[config.mk]
export PLATFORM = sky130hd
export DESIGN_NAME = trace_serializer
export DESIGN_NICKNAME = d
export VERILOG_FILES = /design/src/rtl/ryuki_datatypes.sv /design/src/rtl/trace_serializer_pkg.sv /design/src/rtl/trace_serializer_fifo.sv /design/src/rtl/trace_serializer.sv
export SDC_FILE = /design/constraint.sdc
export NUM_CORES = 2
export LEC_CHECK = 0
export CAP_MARGIN = 0
export CORE_MARGIN = 2
export CORE_UTILIZATION = 30
export DETAILED_ROUTE_END_ITERATION = 10
export PLACE_DENSITY = 0.56
export SLEW_MARGIN = 20
export SYNTH_ARGS = -nofsm -noshare
export SYNTH_HDL_FRONTEND = slang
export SYNTH_HIERARCHICAL = 1
export SYNTH_SLANG_ARGS = --single-unit
[constraint.sdc]
create_clock -name clk -period 21.4 [get_ports clk]
set_input_delay 4.28 -clock clk [delete_from_list [all_inputs] [get_ports clk]]
set_output_delay 4.28 -clock clk [all_outputs]
set_load 0.01 [all_outputs]
[src/rtl/ryuki_datatypes.sv]
// Shared processor datatypes: the completed trace element produced by wb_tracker
// and the constants that describe how it is framed on the trace link.
package ryuki_datatypes;

    typedef struct packed {
        logic        valid;
        logic [31:0] pc;
        logic [31:0] instr;
        logic [4:0]  rd_addr;
        logic [31:0] rd_data;
        logic        rd_we;
        logic [31:0] mem_addr;
        logic [31:0] mem_data;
        logic [1:0]  mem_op;
        logic        pass_through;
    } trace_output;

    localparam int         TRACE_W     = $bits(trace_output);
    localparam int         TRACE_WORDS = (TRACE_W + 31) / 32;
    localparam logic [7:0] TRACE_SYNC  = 8'hA5;

endpackage

[src/rtl/trace_serializer_pkg.sv]
// Serializer-local types and the word formatters shared by the framing FSM.
package trace_serializer_pkg;
    import ryuki_datatypes::*;

    typedef enum logic [1:0] {
        IDLE    = 2'd0,
        HEADER  = 2'd1,
        PAYLOAD = 2'd2
    } ser_state_e;

    localparam int IDX_W = (TRACE_WORDS > 1) ? $clog2(TRACE_WORDS) : 1;
    localparam int PAD_W = TRACE_WORDS * 32;

    function automatic logic [31:0] make_header(input logic [7:0] seq, input logic drop);
        return {TRACE_SYNC, seq, drop, 7'd0, 8'(TRACE_WORDS)};
    endfunction

    // Zero-extend the element to whole words, then pick word k (LSW first).
    function automatic logic [31:0] payload_word(input trace_output t, input logic [IDX_W-1:0] k);
        logic [PAD_W-1:0] padded;
        padded = PAD_W'(t);
        return padded[32*int'(k) +: 32];
    endfunction

endpackage

[src/rtl/trace_serializer_fifo.sv]
// First-word-fall-through element FIFO; a push into a full FIFO is accepted
// only when a pop happens on the same edge.
module trace_serializer_fifo #(
    parameter int DEPTH = 8,
    parameter int WIDTH = 32
) (
    input  logic                     clk,
    input  logic                     rst_n,
    input  logic                     push_i,
    input  logic [WIDTH-1:0]         data_i,
    input  logic                     pop_i,
    output logic [WIDTH-1:0]         data_o,
    output logic                     full_o,
    output logic                     empty_o,
    output logic [$clog2(DEPTH):0]   count_o
);
    localparam int AW = $clog2(DEPTH);
    localparam int CW = AW + 1;

    logic [WIDTH-1:0] mem_q [DEPTH];
    logic [AW-1:0]    wr_ptr_q, wr_ptr_d;
    logic [AW-1:0]    rd_ptr_q, rd_ptr_d;
    logic [CW-1:0]    count_q, count_d;
    logic             do_push, do_pop;

    assign full_o  = (count_q == CW'(DEPTH));
    assign empty_o = (count_q == '0);
    assign count_o = count_q;
    assign data_o  = mem_q[rd_ptr_q];

    assign do_pop  = pop_i && !empty_o;
    assign do_push = push_i && (!full_o || do_pop);

    always_comb begin
        wr_ptr_d = wr_ptr_q;
        rd_ptr_d = rd_ptr_q;
        count_d  = count_q;
        if (do_push) begin
            wr_ptr_d = wr_ptr_q + 1'b1;
        end
        if (do_pop) begin
            rd_ptr_d = rd_ptr_q + 1'b1;
        end
        case ({do_push, do_pop})
            2'b10:   count_d = count_q + 1'b1;
            2'b01:   count_d = count_q - 1'b1;
            default: count_d = count_q;
        endcase
    end

    // Storage carries no reset so it maps onto plain RAM.
    always_ff @(posedge clk) begin
        if (do_push) begin
            mem_q[wr_ptr_q] <= data_i;
        end
    end

    always_ff @(posedge clk or negedge rst_n) begin
        if (!rst_n) begin
            wr_ptr_q <= '0;
            rd_ptr_q <= '0;
            count_q  <= '0;
        end else begin
            wr_ptr_q <= wr_ptr_d;
            rd_ptr_q <= rd_ptr_d;
            count_q  <= count_d;
        end
    end

endmodule

[src/rtl/trace_serializer.sv]
// Buffers completed trace elements and streams each one as a sync header
// followed by TRACE_WORDS payload words over a valid/ready word link.
module trace_serializer
    import ryuki_datatypes::*;
    import trace_serializer_pkg::*;
#(
    parameter int FIFO_DEPTH = 8
) (
    input  logic                          clk,
    input  logic                          rst_n,
    input  trace_output                   trace_i,
    input  logic                          trace_ready_i,
    output logic [31:0]                   tx_data_o,
    output logic                          tx_valid_o,
    input  logic                          tx_ready_i,
    output logic [$clog2(FIFO_DEPTH):0]   fifo_count_o,
    output logic                          overflow_o,
    output logic [15:0]                   drop_count_o
);
    if ((FIFO_DEPTH < 2) || ((FIFO_DEPTH & (FIFO_DEPTH - 1)) != 0)) begin : g_bad_depth
        $error("trace_serializer: FIFO_DEPTH must be a power of two >= 2");
    end

    ser_state_e        state_q, state_d;
    logic [IDX_W-1:0]  idx_q, idx_d;
    trace_output       frame_q, frame_d;
    logic [31:0]       tx_data_q, tx_data_d;
    logic              tx_valid_q, tx_valid_d;
    logic [7:0]        seq_q, seq_d;
    logic              drop_flag_q, drop_flag_d;
    logic              overflow_q, overflow_d;
    logic [15:0]       drop_count_q, drop_count_d;

    logic              pop, push, drop, hdr_xfer;
    logic              fifo_full, fifo_empty;
    logic [TRACE_W-1:0] fifo_head;

    assign push = trace_ready_i && (!fifo_full || pop);
    assign drop = trace_ready_i && !push;

    trace_serializer_fifo #(
        .DEPTH (FIFO_DEPTH),
        .WIDTH (TRACE_W)
    ) u_fifo (
        .clk     (clk),
        .rst_n   (rst_n),
        .push_i  (push),
        .data_i  (trace_i),
        .pop_i   (pop),
        .data_o  (fifo_head),
        .full_o  (fifo_full),
        .empty_o (fifo_empty),
        .count_o (fifo_count_o)
    );

    // Framing FSM; the header is formatted when the element is popped so the
    // word stays stable for as long as the link stalls.
    always_comb begin
        state_d    = state_q;
        idx_d      = idx_q;
        frame_d    = frame_q;
        tx_data_d  = tx_data_q;
        tx_valid_d = tx_valid_q;
        pop        = 1'b0;
        hdr_xfer   = 1'b0;
        case (state_q)
            IDLE: begin
                tx_valid_d = 1'b0;
                if (!fifo_empty) begin
                    pop        = 1'b1;
                    frame_d    = fifo_head;
                    idx_d      = '0;
                    tx_data_d  = make_header(seq_q, drop_flag_q);
                    tx_valid_d = 1'b1;
                    state_d    = HEADER;
                end
            end
            HEADER: begin
                if (tx_ready_i) begin
                    hdr_xfer  = 1'b1;
                    idx_d     = '0;
                    tx_data_d = payload_word(frame_q, '0);
                    state_d   = PAYLOAD;
                end
            end
            PAYLOAD: begin
                if (tx_ready_i) begin
                    if (idx_q == IDX_W'(TRACE_WORDS - 1)) begin
                        if (!fifo_empty) begin
                            pop        = 1'b1;
                            frame_d    = fifo_head;
                            idx_d      = '0;
                            tx_data_d  = make_header(seq_q, drop_flag_q);
                            tx_valid_d = 1'b1;
                            state_d    = HEADER;
                        end else begin
                            tx_data_d  = '0;
                            tx_valid_d = 1'b0;
                            state_d    = IDLE;
                        end
                    end else begin
                        idx_d     = idx_q + 1'b1;
                        tx_data_d = payload_word(frame_q, idx_q + 1'b1);
                    end
                end
            end
            default: begin
                tx_valid_d = 1'b0;
                state_d    = IDLE;
            end
        endcase
    end

    // A drop on the header-transfer edge wins over the clear.
    always_comb begin
        seq_d        = hdr_xfer ? seq_q + 8'd1 : seq_q;
        drop_flag_d  = hdr_xfer ? 1'b0 : drop_flag_q;
        overflow_d   = overflow_q;
        drop_count_d = drop_count_q;
        if (drop) begin
            drop_flag_d = 1'b1;
            overflow_d  = 1'b1;
            if (drop_count_q != 16'hFFFF) begin
                drop_count_d = drop_count_q + 16'd1;
            end
        end
    end

    always_ff @(posedge clk or negedge rst_n) begin
        if (!rst_n) begin
            state_q      <= IDLE;
            idx_q        <= '0;
            frame_q      <= '0;
            tx_data_q    <= '0;
            tx_valid_q   <= 1'b0;
            seq_q        <= '0;
            drop_flag_q  <= 1'b0;
            overflow_q   <= 1'b0;
            drop_count_q <= '0;
        end else begin
            state_q      <= state_d;
            idx_q        <= idx_d;
            frame_q      <= frame_d;
            tx_data_q    <= tx_data_d;
            tx_valid_q   <= tx_valid_d;
            seq_q        <= seq_d;
            drop_flag_q  <= drop_flag_d;
            overflow_q   <= overflow_d;
            drop_count_q <= drop_count_d;
        end
    end

    assign tx_data_o    = tx_data_q;
    assign tx_valid_o   = tx_valid_q;
    assign overflow_o   = overflow_q;
    assign drop_count_o = drop_count_q;

endmodule
=== Word level (Yosys, flattened, before mapping) ===
Memory sizes are Yosys's and may differ from the RTL's.
Index checks and enable logic that the tools add are counted.

* Bits in registers: 244
* Bits in writable memories: 1360
* Output and inout port bits: 54
* Memories: 1

* Add/subtract/negate cells: 7
* Eq/ne operators: 11
* Shift operators: 1
* Muxes and demuxes: 35
* Bitwise logic cells: 1
* Reductions and logical operators: 21

{| class="wikitable"
|+ Memory list
! memory !! depth !! bits a word !! read ports !! clocked after Yosys merged registers in !! write ports !! line !! RTL
|-
| u_fifo.mem_q || 8 || 170 || 1 || 0 || 1 || trace_serializer_fifo.sv:20 || <nowiki>logic [WIDTH-1:0] mem_q [DEPTH];</nowiki>
|}

{| class="wikitable"
|+ Operators by type and width
! operator !! number
|-
| 2-to-1 mux 170 bit || 3
|-
| one-hot mux 170 bit (2 select lines) || 1
|-
| indexed part select 192 x 9 -> 32 bit || 1
|-
| 2-to-1 mux 32 bit || 5
|-
| one-hot mux 32 bit (3 select lines) || 1
|-
| adder 16 x 1 -> 16 bit (second input constant) || 1
|-
| != test 16 bit (second input constant) || 1
|-
| 2-to-1 mux 1 bit || 12
|-
| 2-to-1 mux 3 bit || 4
|-
| adder 3 x 1 -> 3 bit (second input constant) || 3
|-
| one-hot mux 3 bit (3 select lines) || 1
|-
| AND reduction 3 bit || 3
|-
| adder 8 x 1 -> 8 bit (second input constant) || 1
|-
| 2-to-1 mux 2 bit || 4
|-
| != test 2 bit (second input constant) || 4
|-
| one-hot mux 4 bit (2 select lines) || 1
|-
| AND reduction 4 bit || 2
|-
| one-hot mux 2 bit (3 select lines) || 1
|-
| nonzero test 2 bit || 3
|-
| adder 4 x 1 -> 4 bit (second input constant) || 1
|-
| == test 2 x 1 -> 1 bit (second input constant) || 2
|-
| == test 2 bit (second input constant) || 2
|-
| == test 4 bit (second input constant) || 1
|-
| logical AND 1 bit || 4
|-
| other kinds (11) || 14
|}

=== Logic depth before layout (Yosys ltp) ===
* Depth after elaboration: 10
* Depth in mapped cells: 14
* Depth with buffers taken out: 12

=== Hierarchy ===
Netlist, hierarchy kept.

{| class="wikitable"
|+ Modules (own cells, without submodules)
! module !! instances !! cells each !! area each (sq um) !! sequential area each (sq um)
|-
| trace_serializer_fifo || 1 || 2034 || 51692.1 || 41089.4
|-
| trace_serializer || 1 || 790 || 10796.6 || 5855.6
|}

=== Worst setup path after synthesis ===
Ideal clock, no wire load.

* Path kind: input port to flip-flop
* Start point: in tx_ready_i
* End point: mem u_fifo/mem_q[0][0] (netlist name) (enable)
* Setup time: 1.116 ns
* Data arrival time: 21.162 ns
* Required time: 20.284 ns
* Setup slack: -0.878 ns
* Stages: 6
* Path buffers: 1
* Cell sequence: a41oi_2 -> o21ai_0 -> and2_1 -> clkbuf_1 -> o21ai_1 -> nor4_1

* Longest elaborated chain between the ends: 7
* Elaborated cells on any way between the ends: 9
* Classes of those cells: mux (4); reduce/logical (5)

{| class="wikitable"
|+ RTL lines
! element !! line !! RTL
|-
| from (decl) || trace_serializer.sv:15 || <nowiki>input logic tx_ready_i,</nowiki>
|-
| 2-to-1 mux 1 bit || trace_serializer.sv:87 || <nowiki>if (tx_ready_i) begin</nowiki>
|-
| one-hot mux 1 bit (2 select lines) || trace_serializer.sv:66 || <nowiki>case (state_q)</nowiki>
|-
| logical OR 1 bit || trace_serializer.sv:38 || <nowiki>assign push = trace_ready_i && (!fifo_full || pop);</nowiki>
|-
| logical AND 1 bit || trace_serializer.sv:38 ||
|-
| named net push || trace_serializer.sv:34 || <nowiki>logic pop, push, drop, hdr_xfer;</nowiki>
|-
| logical AND 1 bit || trace_serializer_fifo.sv:32 || <nowiki>assign do_push = push_i && (!full_o || do_pop);</nowiki>
|-
| 2-to-1 mux 1 bit || trace_serializer_fifo.sv:53 || <nowiki>if (do_push) begin</nowiki>
|-
| 2-to-1 mux 1 bit (not written as such) || trace_serializer_fifo.sv:54 || <nowiki>mem_q[wr_ptr_q] <= data_i;</nowiki>
|-
| to (decl) || trace_serializer_fifo.sv:20 ||
|}

The timed path passes the listed nets, and every way through them passes these cells.

=== Worst setup path after layout ===
* Start point: in tx_ready_i
* End point: mem u_fifo/mem_q[7][140] (netlist name) (enable)

* Longest elaborated chain between the ends: 7
* Elaborated cells on any way between the ends: 9
* Classes of those cells: mux (4); reduce/logical (5)

{| class="wikitable"
|+ RTL lines
! element !! line
|-
| 2-to-1 mux 1 bit * || trace_serializer.sv:87
|-
| one-hot mux 1 bit (2 select lines) * || trace_serializer.sv:66
|-
| named net pop || trace_serializer.sv:34
|-
| logical OR 1 bit or logical AND 1 bit (tied branches) || trace_serializer.sv:38, trace_serializer_fifo.sv:31
|-
| logical AND 1 bit or logical OR 1 bit (tied branches) || trace_serializer.sv:38, trace_serializer_fifo.sv:32
|-
| logical AND 1 bit * || trace_serializer_fifo.sv:32
|-
| 2-to-1 mux 1 bit * || trace_serializer_fifo.sv:53
|-
| 2-to-1 mux 1 bit (not written as such) * || trace_serializer_fifo.sv:54
|}

Mark *: on every way through the listed nets, which the timed path passes. The rest lies on a longest branch.

==> metrics <==
status=completed; R2R cell count=10; CTS Root Cell=clkbuf_16; wire per inst=25.3 um; share of cells above drive strength 1=between 20% and 30%; final antenna-violating net count=0; Achievable Freq=117 MHz; crit path launch type=input port; EDFF count, synth=1360; Tcrit/Tclk final=40.1%; area growth from synthesis to layout=16.8%; gr usage total=14.4%; Post-CTS Resized=0; port bufs=around 230; Nets=between 3k and 4k; clock slew at reported path FFs=60 ps; Pre-Repair DR Iteration Count=5; DRT iter0 DRCs=2231; global-route wire length before repair=~220000 um; sequential share of the synthesized area=about three quarters; area share of the largest cell type after synthesis=65.4%; worst vdd ir=0.000161 V; synth unique cells=60; Post-synth top flop=edfxtp_1; Final Non-Filler Cells=6039; total global routing overflow=0; Setup Buffers After CTS=0; Final setup viols=0; WHS Path Cells=1; hold path start=overflow_o; r2r endpoint=u_fifo/mem_q[7][140]; clk buf depth=3; DIE AREA=212000 um2; Post-synth ARST share=between 10% and 20%; Setup Skew=40.7 ps; synth top area cells=edfxtp_1 65%, mux4_2 13%, dfrtp_1 9.8%; yosys warns=6; vias in the first global route=between 20k and 30k; HP Class=reg -> reg; Crit Path Max Fanout=between 50 and 60; Sink Count=approximately 1.6k; LEAKAGE=23.4 nW; die height=460 um; Slew Limit Fails=0; initial antenna violation count=50; reg2reg start=state_q[0]; critical setup path kind=in -> reg; Cell Area, Synth=62500 um2; Post-synth top cells=1360 x edfxtp_1, 371 x mux4_2, 265 x mux2_2; number of buffers created by CTS=164; H-tree levels=4; FF-to-FF setup slack=15720 ps; starting density of the core=between 30% and 40%; DRC Markers=0; clk_lat worst skew=790 ps; Total Wirelength=roughly 150000 um; Worst setup EP type=flop; Post-CTS Hold Fix Bufs=0; Hold Path Sink=overflow_o; setup TNS=0 ps; most frequent cell after synthesis=edfxtp_1; Tightest Pin Transition=1110 ps; RSZ-0062 raised after global routing=no; Placed Cells=~5.7k; Core ar.=~210000 um2; #FFs+latches synth=1604; Relative slew margins=25.6%; Synth Area per Inst=22.1 um2; Worst EP required=21790 ps; Final Hold Viols=0; TritonCTS clock tree=done; largest net degree at the start of global routing=145; I/O pin cnt=228; Chip Width=460 um; pwr dens=141 nW/um2; max-cap violations=0; HPWL Detailed=92300 um; syn nets=3011; crit path time final=8570 ps; vias per inst=4.78; Core Rows=between 150 and 200; Worst EP arrival=8970 ps; routability cong.=0.761; cell taking the most area after synthesis=edfxtp_1; Post-Synthesis Cells=about 2.8k; routed vias=28.8k; Layout fillers=19.1k
## sequential cells by signal, indices dropped and copies added (netlist names)
name and flops:
drop_count_o 16, drop_flag_q 1, frame_q 170, idx_q 3
overflow_o 1, seq_q 8, state_q 2, tx_data_o 32
tx_valid_o 1, u_fifo/count_o 4, u_fifo/mem_q 1360, u_fifo/rd_ptr_q 3
u_fifo/wr_ptr_q 3
## worst max-delay path, cell delays in order
cell	delay (ps)
clkdlybuf4s50_1	720
a41oi_2	250
nor2_1	420
nand2b_1	210
o21a_1	190
nand2_1	230
nor2_4	900
buf_4	690
buf_4	950
## per-layer routing
metal  global-route usage (%)  vias to the layer above  routed length, um
met5                        0                        -                313
met4                     3.13                       50               2740
met3                     3.47                      247               9050
met2                     24.1                      685              75900
met1                     18.9                    15539              64500
li1                         -                    12319                  -
## layout by cell type, fill, tap and decap left out, types with 5 or more instances in the layout
cell | netlist | final
a211o_1 | 5 | 5
a21oi_1 | 54 | 54
a221oi_1 | 27 | 27
a31oi_1 | 14 | 14
and2_1 | 6 | 6
and3_1 | 7 | 7
buf_12 | 0 | 10
buf_4 | 8 | 32
bufinv_16 | 0 | 8
clkbuf_1 | 35 | 41
clkbuf_16 | 0 | 166
clkbuf_8 | 0 | 9
clkdlybuf4s50_1 | 0 | 226
clkinv_1 | 0 | 39
clkinv_2 | 0 | 22
clkinvlp_4 | 0 | 5
dfrtp_1 | 244 | 240
diode_2 | 0 | 5
edfxtp_1 | 1360 | 1360
ha_1 | 12 | 11
inv_1 | 16 | 16
inv_6 | 0 | 5
mux2_1 | 90 | 90
mux2_2 | 265 | 265
mux2i_1 | 5 | 5
mux4_2 | 371 | 371
nand2_1 | 49 | 49
nand2b_1 | 9 | 9
nand3_1 | 13 | 13
nand4_1 | 21 | 21
nor2_1 | 24 | 21
xnor2_1 | 21 | 21
xor2_1 | 5 | 5
## cells by family (layout without fill, tap and decap cells)
family	after synthesis	in the layout	synth area share, %
buffers and inverters	168	590	1.72
other	0	5	0
DFF	1604	1604	75.1
xor gates and xnor gates	26	26	0.364
and+or+nand+nor	155	155	1.28
AOI/OAI and AO/OA	127	127	1.40
muxes	731	731	19.8
adders and majority gates	13	13	0.272
## worst max path at each step
stage               startpoint              endpoint
floorplan           tx_ready_i    u_fifo/mem_q[2][0]
global placement    tx_ready_i  u_fifo/mem_q[7][164]
detailed placement  tx_ready_i  u_fifo/mem_q[7][157]
CTS                 tx_ready_i    u_fifo/mem_q[7][9]
global route        tx_ready_i    u_fifo/mem_q[7][4]
finish              tx_ready_i  u_fifo/mem_q[7][140]
## area by class of cell
cell class              count  area (um2)  share of cell area, %
clock buffers             216        4430                   6.07
inverters                  16        60.1                 0.0823
multi-input cells        1052       14500                   19.9
diodes                      5        12.5                 0.0171
well taps                2788        3490                   4.78
repair buffers            270        2750                   3.76
clock inverters            88         767                   1.05
flip-flops and latches   1604       47000                   64.3
## stage by stage
stage | area (um2) | setup slack, ps | hold slack [ps] | utilization (%) | power [W]
floorplan | 62500 | 3760 | 443 | - | 0.00667
global placement | 67800 | 12030 | 458 | 32.7 | 0.00763
detailed placement | 67800 | 12040 | 457 | 32.7 | 0.00768
CTS | 73000 | 12870 | 471 | 35.2 | 0.0105
global route | 73000 | 12610 | 505 | 35.2 | 0.0108
finish | 73000 | 12830 | 465 | 35.3 | 0.0103
## power by group
group,switching (W),total [W],internal [W]
logic,0.00164,0.00314,0.00150
clock network,0.00120,0.00276,0.00156
registers,0.000337,0.00437,0.00403
total,0.00317,0.0103,0.00710
No activity file was read; power rests on OpenSTA's default activity.
